## src/rtl/hazard_ctrl_unit.sv

```systemverilog
// Hazard and forwarding controller for the 5-stage LEGv8 pipeline.
// Enables, flushes, bubbles and forward selects are combinational; FSM and counters are registered.
module hazard_ctrl_unit #(
  parameter int FLUSH_CYCLES = 1,
  parameter int CNT_W        = 16
) (
  input  logic             clk,
  input  logic             reset,
  input  logic [4:0]       ifid_rn,
  input  logic [4:0]       ifid_rm,
  input  logic             ifid_uses_rm,
  input  logic             ifid_is_bcond,
  input  logic [4:0]       idex_rn,
  input  logic [4:0]       idex_rm,
  input  logic [4:0]       idex_rd,
  input  logic             idex_regwrite,
  input  logic             idex_memtoreg,
  input  logic             idex_setflags,
  input  logic [4:0]       exmem_rd,
  input  logic             exmem_regwrite,
  input  logic [4:0]       memwr_rd,
  input  logic             memwr_regwrite,
  input  logic             branch_taken,
  input  logic             freeze,
  output logic             pc_enable,
  output logic             ifid_enable,
  output logic             idex_enable,
  output logic             exmem_enable,
  output logic             memwr_enable,
  output logic             ifid_flush,
  output logic             idex_bubble,
  output logic [1:0]       forward_a,
  output logic [1:0]       forward_b,
  output logic [CNT_W-1:0] stall_cnt,
  output logic [CNT_W-1:0] flush_cnt
);

  localparam logic [0:0] ST_RUN     = 1'b0;
  localparam logic [0:0] ST_FLUSH   = 1'b1;
  localparam logic [4:0] XZR        = 5'd31;
  localparam logic [1:0] FLUSH_LOAD = 2'(FLUSH_CYCLES - 1);
  localparam logic [1:0] FWD_REG    = 2'b00;
  localparam logic [1:0] FWD_EXMEM  = 2'b10;
  localparam logic [1:0] FWD_MEMWR  = 2'b01;

  logic [0:0] state_r;
  logic [0:0] state_nxt_s;
  logic [1:0] fcnt_r;
  logic [1:0] fcnt_nxt_s;
  logic       load_use_s;
  logic       flag_haz_s;
  logic       stall_s;
  logic       branch_acc_s;
  logic [1:0] fwd_a_s;
  logic [1:0] fwd_b_s;

  // EX/MEM wins over MEM/WR so the youngest producer is forwarded; XZR never forwards.
  function automatic logic [1:0] fwd_sel(
    input logic [4:0] src,
    input logic [4:0] em_rd,
    input logic       em_rw,
    input logic [4:0] mw_rd,
    input logic       mw_rw
  );
    logic [1:0] sel;
    if (em_rw && (em_rd != XZR) && (em_rd == src)) begin
      sel = FWD_EXMEM;
    end else if (mw_rw && (mw_rd != XZR) && (mw_rd == src)) begin
      sel = FWD_MEMWR;
    end else begin
      sel = FWD_REG;
    end
    return sel;
  endfunction

  // Hazard detection and forwarding selects
  always_comb begin
    load_use_s = idex_memtoreg && idex_regwrite && (idex_rd != XZR) &&
                 ((idex_rd == ifid_rn) || (ifid_uses_rm && (idex_rd == ifid_rm)));
    flag_haz_s = ifid_is_bcond && idex_setflags;
    fwd_a_s    = fwd_sel(idex_rn, exmem_rd, exmem_regwrite, memwr_rd, memwr_regwrite);
    fwd_b_s    = fwd_sel(idex_rm, exmem_rd, exmem_regwrite, memwr_rd, memwr_regwrite);
  end

  // Stage control outputs and FSM next state; freeze > branch > flush-in-progress > stall
  always_comb begin
    pc_enable    = 1'b1;
    ifid_enable  = 1'b1;
    idex_enable  = 1'b1;
    exmem_enable = 1'b1;
    memwr_enable = 1'b1;
    ifid_flush   = 1'b0;
    idex_bubble  = 1'b0;
    forward_a    = FWD_REG;
    forward_b    = FWD_REG;
    stall_s      = 1'b0;
    branch_acc_s = 1'b0;
    state_nxt_s  = state_r;
    fcnt_nxt_s   = fcnt_r;
    if (!reset) begin
      state_nxt_s = ST_RUN;
      fcnt_nxt_s  = 2'd0;
    end else if (freeze) begin
      pc_enable    = 1'b0;
      ifid_enable  = 1'b0;
      idex_enable  = 1'b0;
      exmem_enable = 1'b0;
      memwr_enable = 1'b0;
      forward_a    = fwd_a_s;
      forward_b    = fwd_b_s;
    end else begin
      forward_a = fwd_a_s;
      forward_b = fwd_b_s;
      if (branch_taken) begin
        ifid_flush   = 1'b1;
        idex_bubble  = 1'b1;
        branch_acc_s = 1'b1;
        if (FLUSH_CYCLES > 1) begin
          state_nxt_s = ST_FLUSH;
          fcnt_nxt_s  = FLUSH_LOAD;
        end else begin
          state_nxt_s = ST_RUN;
          fcnt_nxt_s  = 2'd0;
        end
      end else if (state_r == ST_FLUSH) begin
        ifid_flush = 1'b1;
        if (fcnt_r <= 2'd1) begin
          state_nxt_s = ST_RUN;
          fcnt_nxt_s  = 2'd0;
        end else begin
          fcnt_nxt_s = fcnt_r - 2'd1;
        end
      end else if (load_use_s || flag_haz_s) begin
        pc_enable   = 1'b0;
        ifid_enable = 1'b0;
        idex_bubble = 1'b1;
        stall_s     = 1'b1;
      end else begin
        state_nxt_s = ST_RUN;
      end
    end
  end

  // FSM state, flush down-counter and saturating event counters
  always_ff @(posedge clk) begin
    if (!reset) begin
      state_r   <= ST_RUN;
      fcnt_r    <= 2'd0;
      stall_cnt <= {CNT_W{1'b0}};
      flush_cnt <= {CNT_W{1'b0}};
    end else begin
      state_r <= state_nxt_s;
      fcnt_r  <= fcnt_nxt_s;
      if (stall_s && (stall_cnt != {CNT_W{1'b1}})) begin
        stall_cnt <= stall_cnt + CNT_W'(1);
      end else begin
        stall_cnt <= stall_cnt;
      end
      if (branch_acc_s && (flush_cnt != {CNT_W{1'b1}})) begin
        flush_cnt <= flush_cnt + CNT_W'(1);
      end else begin
        flush_cnt <= flush_cnt;
      end
    end
  end

endmodule

```

## config.mk

```make
export PLATFORM = sky130hd
export DESIGN_NAME = hazard_ctrl_unit
export DESIGN_NICKNAME = d
export VERILOG_FILES = /design/src/rtl/hazard_ctrl_unit.sv
export SDC_FILE = /design/constraint.sdc
export NUM_CORES = 1
export LEC_CHECK = 0
export ABC_AREA = 1
export CAP_MARGIN = 0
export CORE_MARGIN = 2
export CORE_UTILIZATION = 47
export DETAILED_ROUTE_END_ITERATION = 8
export GPL_TIMING_DRIVEN = 1
export HOLD_SLACK_MARGIN = 0.02
export PLACE_DENSITY_LB_ADDON = 0.1
export SYNTH_ARGS = -nofsm -noshare
export SYNTH_HDL_FRONTEND = slang
export SYNTH_SLANG_ARGS = --single-unit
```

## constraint.sdc

```tcl
create_clock -name clk -period 2.15 [get_ports clk]
set_clock_uncertainty 0.05 [all_clocks]
set_input_delay 0.43 -clock clk [delete_from_list [all_inputs] [get_ports clk]]
set_output_delay 0.43 -clock clk [all_outputs]
set_load 0.005 [all_outputs]
```

Word level (Yosys, flattened, before mapping)
Cells that the tools add are included.
{ "classes": {"magnitude_cmp": 1, "n_eq_ne": 11, "n_reduce_logical": 17, "addsub": 3, "n_bitwise": 1, "muxes": 34} }
{ "ops": {"columns": ["op", "n"], "rows": [
  ["16-bit by 1-bit adder with 16-bit output, second input constant", 2],
  ["16-bit inequality test, second input constant", 2],
  ["5-bit equality test", 6],
  ["1-bit two-way mux", 27],
  ["5-bit inequality test, second input constant", 3],
  ["2-bit two-way mux", 7],
  ["1-bit logical AND", 13],
  ["2-bit by 1-bit <= comparator with 1-bit output, second input constant", 1],
  ["1-bit logical OR", 2],
  ["2-bit AND reduction", 1],
  ["2-bit nonzero test", 1],
  ["2-bit by 1-bit subtractor with 2-bit output, second input constant", 1],
  ["1-bit inverter", 1]
]} }
{ "totals": {"in_bits": 46, "register_bits": 35, "elab_cells": 71, "out_inout_bits": 43} }

Longest topological paths before layout
{ "logic_depth": {"ltp_word": 11, "depth_mapped": 13, "mapped_depth_nobuf": 12} }

Worst setup path after synthesis
Ideal clock, no wire load.
{ "synth_timing": {"path_kind": "input -> output", "start": "input port idex_rd[1]", "end": "output port pc_enable", "path_buffers": 2, "path_slack_ps": 238, "t_required_ps": 1670, "cell_stages": 13, "t_arrival_ps": 1432, "path_cell_list": "inv_1 nand2_1 nand2_1 nor2_1 nand3_1 nand2_1 nand2_2 nand2_4 buf_12 nand2_1 o21ai_1 nand2_1 buf_4"} }
{ "synth_via": {"elab_chain_cells": 10, "word_cells_on_any_way": 13, "classes_between": "eq/ne (3); mux (5); reduce/logical (5)"} }
{ "synth_rtl": {"columns": ["item", "line", "source"], "rows": [
  ["start: declaration", "15", "input logic [4:0] idex_rd,"],
  ["5-bit equality test", "79", "((idex_rd == ifid_rn) || (ifid_uses_rm && (idex_rd == ifid_rm)));"],
  ["1-bit logical AND", "79", null],
  ["1-bit logical OR", "79", null],
  ["1-bit logical AND (*)", "78", "load_use_s = idex_memtoreg && idex_regwrite && (idex_rd != XZR) &&"],
  ["1-bit logical OR (*)", "133", "end else if (load_use_s || flag_haz_s) begin"],
  ["1-bit two-way mux (*) (5 in a row)", null, null],
  ["end: declaration", "25", "output logic pc_enable,"]
]} }
Mark *: on every way between the ends. The rest lies on a longest branch, timed or not.

Worst setup path after layout
{ "layout_timing": {"start": "input port reset", "end": "output port idex_enable"} }
{ "layout_via": {"elab_chain_cells": 1} }
{ "layout_rtl": {"columns": ["item", "line", "source"], "rows": [
  ["start: declaration", "8", "input logic reset,"],
  ["1-bit two-way mux", "100", "if (!reset) begin"],
  ["end: declaration", "27", "output logic idex_enable,"]
]} }
No other way between the ends.

==> results.yml <==
outcome:
  outcome: "finished, final reports clean"
synth:
  yosysWarningCount: 0
  yosys.cell_types.count: 40
  synth-compound-area-share_pct: 9.00
  synth_top_family_by_area: "simple AND/OR/NAND/NOR gates"
  synthesis.nets: 481
  synth_cells: 433
  yosys.area_share.xor_xnor_pct: 7.88
  synth_top_area_share_pct: 26.3
  synth-seq-area-share_pct: 26.3
  ys_top_cells_by_area: "dfxtp_1 (26%), nand2_1 (15%), inv_1 (9.7%), nor2_1 (8.9%), xor2_1 (5.6%)"
  syn_avg_cell_area_um2: 6.16
  synth_simple_gate_area_share_pct: 41.6
  synth_seq_cells: 35
  synth_mux_area_share_pct: 0
  yosysTopAreaCell: "dfxtp_1"
  synth-adder-area-share_pct: 0.938
  syn_area_um2: 2670
placement:
  dp_hpwl_mm: 5.49
  routabilityCongestion: 0.931
  io_buffers: 88
  place_ws_ns: -0.649
  dp_cells: 611
timing:
  setup_viol: 0
  maxSlewViolCount: 0
  tightest_slew_ns: 0.343
  relSlewSlack_pct: 76.9
  period_share_pct: 98.4
  hold_violations: 0
  finalWorstSetupSlack_ns: 0.0341
  whs_ns: 0.423
  layout_min_cycle_time_ns: 2.12
  fmax_mhz: 473
clock_network:
  cts.clk_slew.worst_paths_ns: 0.06
  numCtsBuffers: 5
  cts_tree: "built"
  clk_latency_ns: 0.29
  htreeDepth: 2
  cts.sinks: 35
  postCtsHoldBufs: 0
  root_buffer: "clkbuf_8"
  clk_path_buf_depth: 2
floorplanning:
  core_area_um2: 5510
  start_util_pct: 48.5
  core.rowCount: 27
  ios: 89
  die_w_um: 79.4
  die_h_um: 79.4
  die_area_um2: 6300
worst_setup_path:
  end_kind: "output pin"
  cp.arrival_ns: 1.64
  critPathKind: "in -> out"
  required_ns: 1.67
  start_kind: "primary input"
  cp_max_fo: 12
  worstRegToRegCells: 9
routing:
  routed_wl_mm: 7.12
  viasPerCell: 4.93
  first_pass_iters: 5
  drt_iter0_markers: 130
  drc_errors: 0
  ant_nets: 0
  post_drt_wl_per_cell_um: 11.5
  vias: 3050
global_routing:
  grt_pass1_vias: 2898
  antenna_found_initial: 0
  grt_usage_pct: 23.4
  grt_pass1_wl_mm: 12.0
  grt_overflow_total: 0
  grt_max_degree: 23
run:
  drv_cap: 0
layout:
  final_cells: 619
  diodes: 0
  layout.nets: 595
  areaGrowthSynthToFinish_pct: 44.2
  fillCellCount: 515
  drive_above_1_share_pct: 19.4
min_path:
  hold_path_class: "reg -> reg"
  hold_path_depth: 1
power:
  peakVddDrop_v: 0.000245
  p_leak_nw: 1.76
  power.density_nw_per_um2: 378
[path summary, 6_finish.rpt]
path           startpoint       endpoint  slack [ns]
max                 reset    idex_enable        0.03
min             fcnt_r[0]      fcnt_r[0]        0.42
max reg2reg  flush_cnt[0]  flush_cnt[15]        0.33
min reg2reg     fcnt_r[0]      fcnt_r[0]        0.42
[logic make-up after synthesis]
logic type,Yosys count
compound gates,44
xor+xnor,24
fa+ha+maj,2
buf+inv,87
flops,35
simple gates,241
[layout make-up]
cell class | instances | area, um^2 | share of cell area (%)
inverter | 74 | 278 | 7.22
tap | 72 | 90.1 | 2.34
clock inverter | 1 | 5.00 | 0.130
clock buffer | 6 | 82.6 | 2.15
multi-input combinational | 311 | 1690 | 44.0
sequential | 35 | 701 | 18.2
timing repair buffer | 120 | 998 | 26.0
[worst max-delay path, stage by stage]
cell and delay (ns):
dlygate4sd2_1 0.28, buf_4 0.15, buf_4 0.17, nand2_2 0.10
clkdlybuf4s50_1 0.50
[synthesized netlist by cell type, drive strengths merged]
master and count:
o21bai 1, xor2 17, nand2 110, ha 2, a31oi 1, o21ai 13
o211ai 1, a21boi 1, o22ai 2, nand4 26, buf 11, xnor2 7
o21a 1, nor4 4, clkbuf 2, nor3 8, and3 1, or2 2
clkinv 1, a21oi 22, nand3 21, dfxtp 35, a2111oi 1, inv 73
a211oi 1, nand3b 1, nor2 68
[layout by cell type, fill, tap and decap left out, types with 9 or more instances in the layout]
master	count
nor2_1	59
clkdlybuf4s50_1	44
dfxtp_1	35
nand2_1	104
buf_4	31
nor2_2	9
dlygate4sd2_1	18
nand3_1	20
nand4_1	19
xor2_1	16
clkbuf_2	16
inv_1	65
a21oi_1	19
[registers in the layout, indices dropped and copies added (netlist names)]
| name | flops |
|---|---|
| fcnt_r | 2 |
| stall_cnt | 16 |
| state_r | 1 |
| flush_cnt | 16 |
[layer usage]
| metal | wire, um | track usage (%) | part of all wire (%) | vias up |
|---|---|---|---|---|
| met5 | 0 | 0 | 0 | - |
| met4 | 100 | 7.24 | 1.4 | 0 |
| met3 | 336 | 4.32 | 4.7 | 12 |
| met2 | 3600 | 44.1 | 51 | 74 |
| met1 | 3090 | 26.3 | 43 | 1371 |
| li1 | - | - | - | 1593 |
[power by group]
part | switching [mW] | internal, mW | leakage, nW
combinational | 0.155 | 0.154 | 1.43
sequential | 0.00443 | 0.651 | 0.282
clock | 0.239 | 0.251 | 0.0470
[metrics by stage]
stage / setup TNS (ns) / area [um^2] / power [mW] / util [%]
final: 0 / 3850 / 1.46 / 69.9
after global routing: -0.0110 / 3850 / 1.53 / 69.9
after detailed placement: -6.67 / 3780 / 0.979 / 68.6
after CTS: -0.0250 / 3900 / 1.46 / 70.8
after global placement: -6.19 / 3780 / 0.972 / 68.6
after floorplan: 0 / 2670 / 0.805 / -
[repair_timing]
action / in CTS / in global routing
pin swaps: 21 / 29
endpoints found under the setup margin: 11 / 7
buffers inserted: 0 / 1
resized for setup: 88 / 39
(Power assumes the default switching activity.)
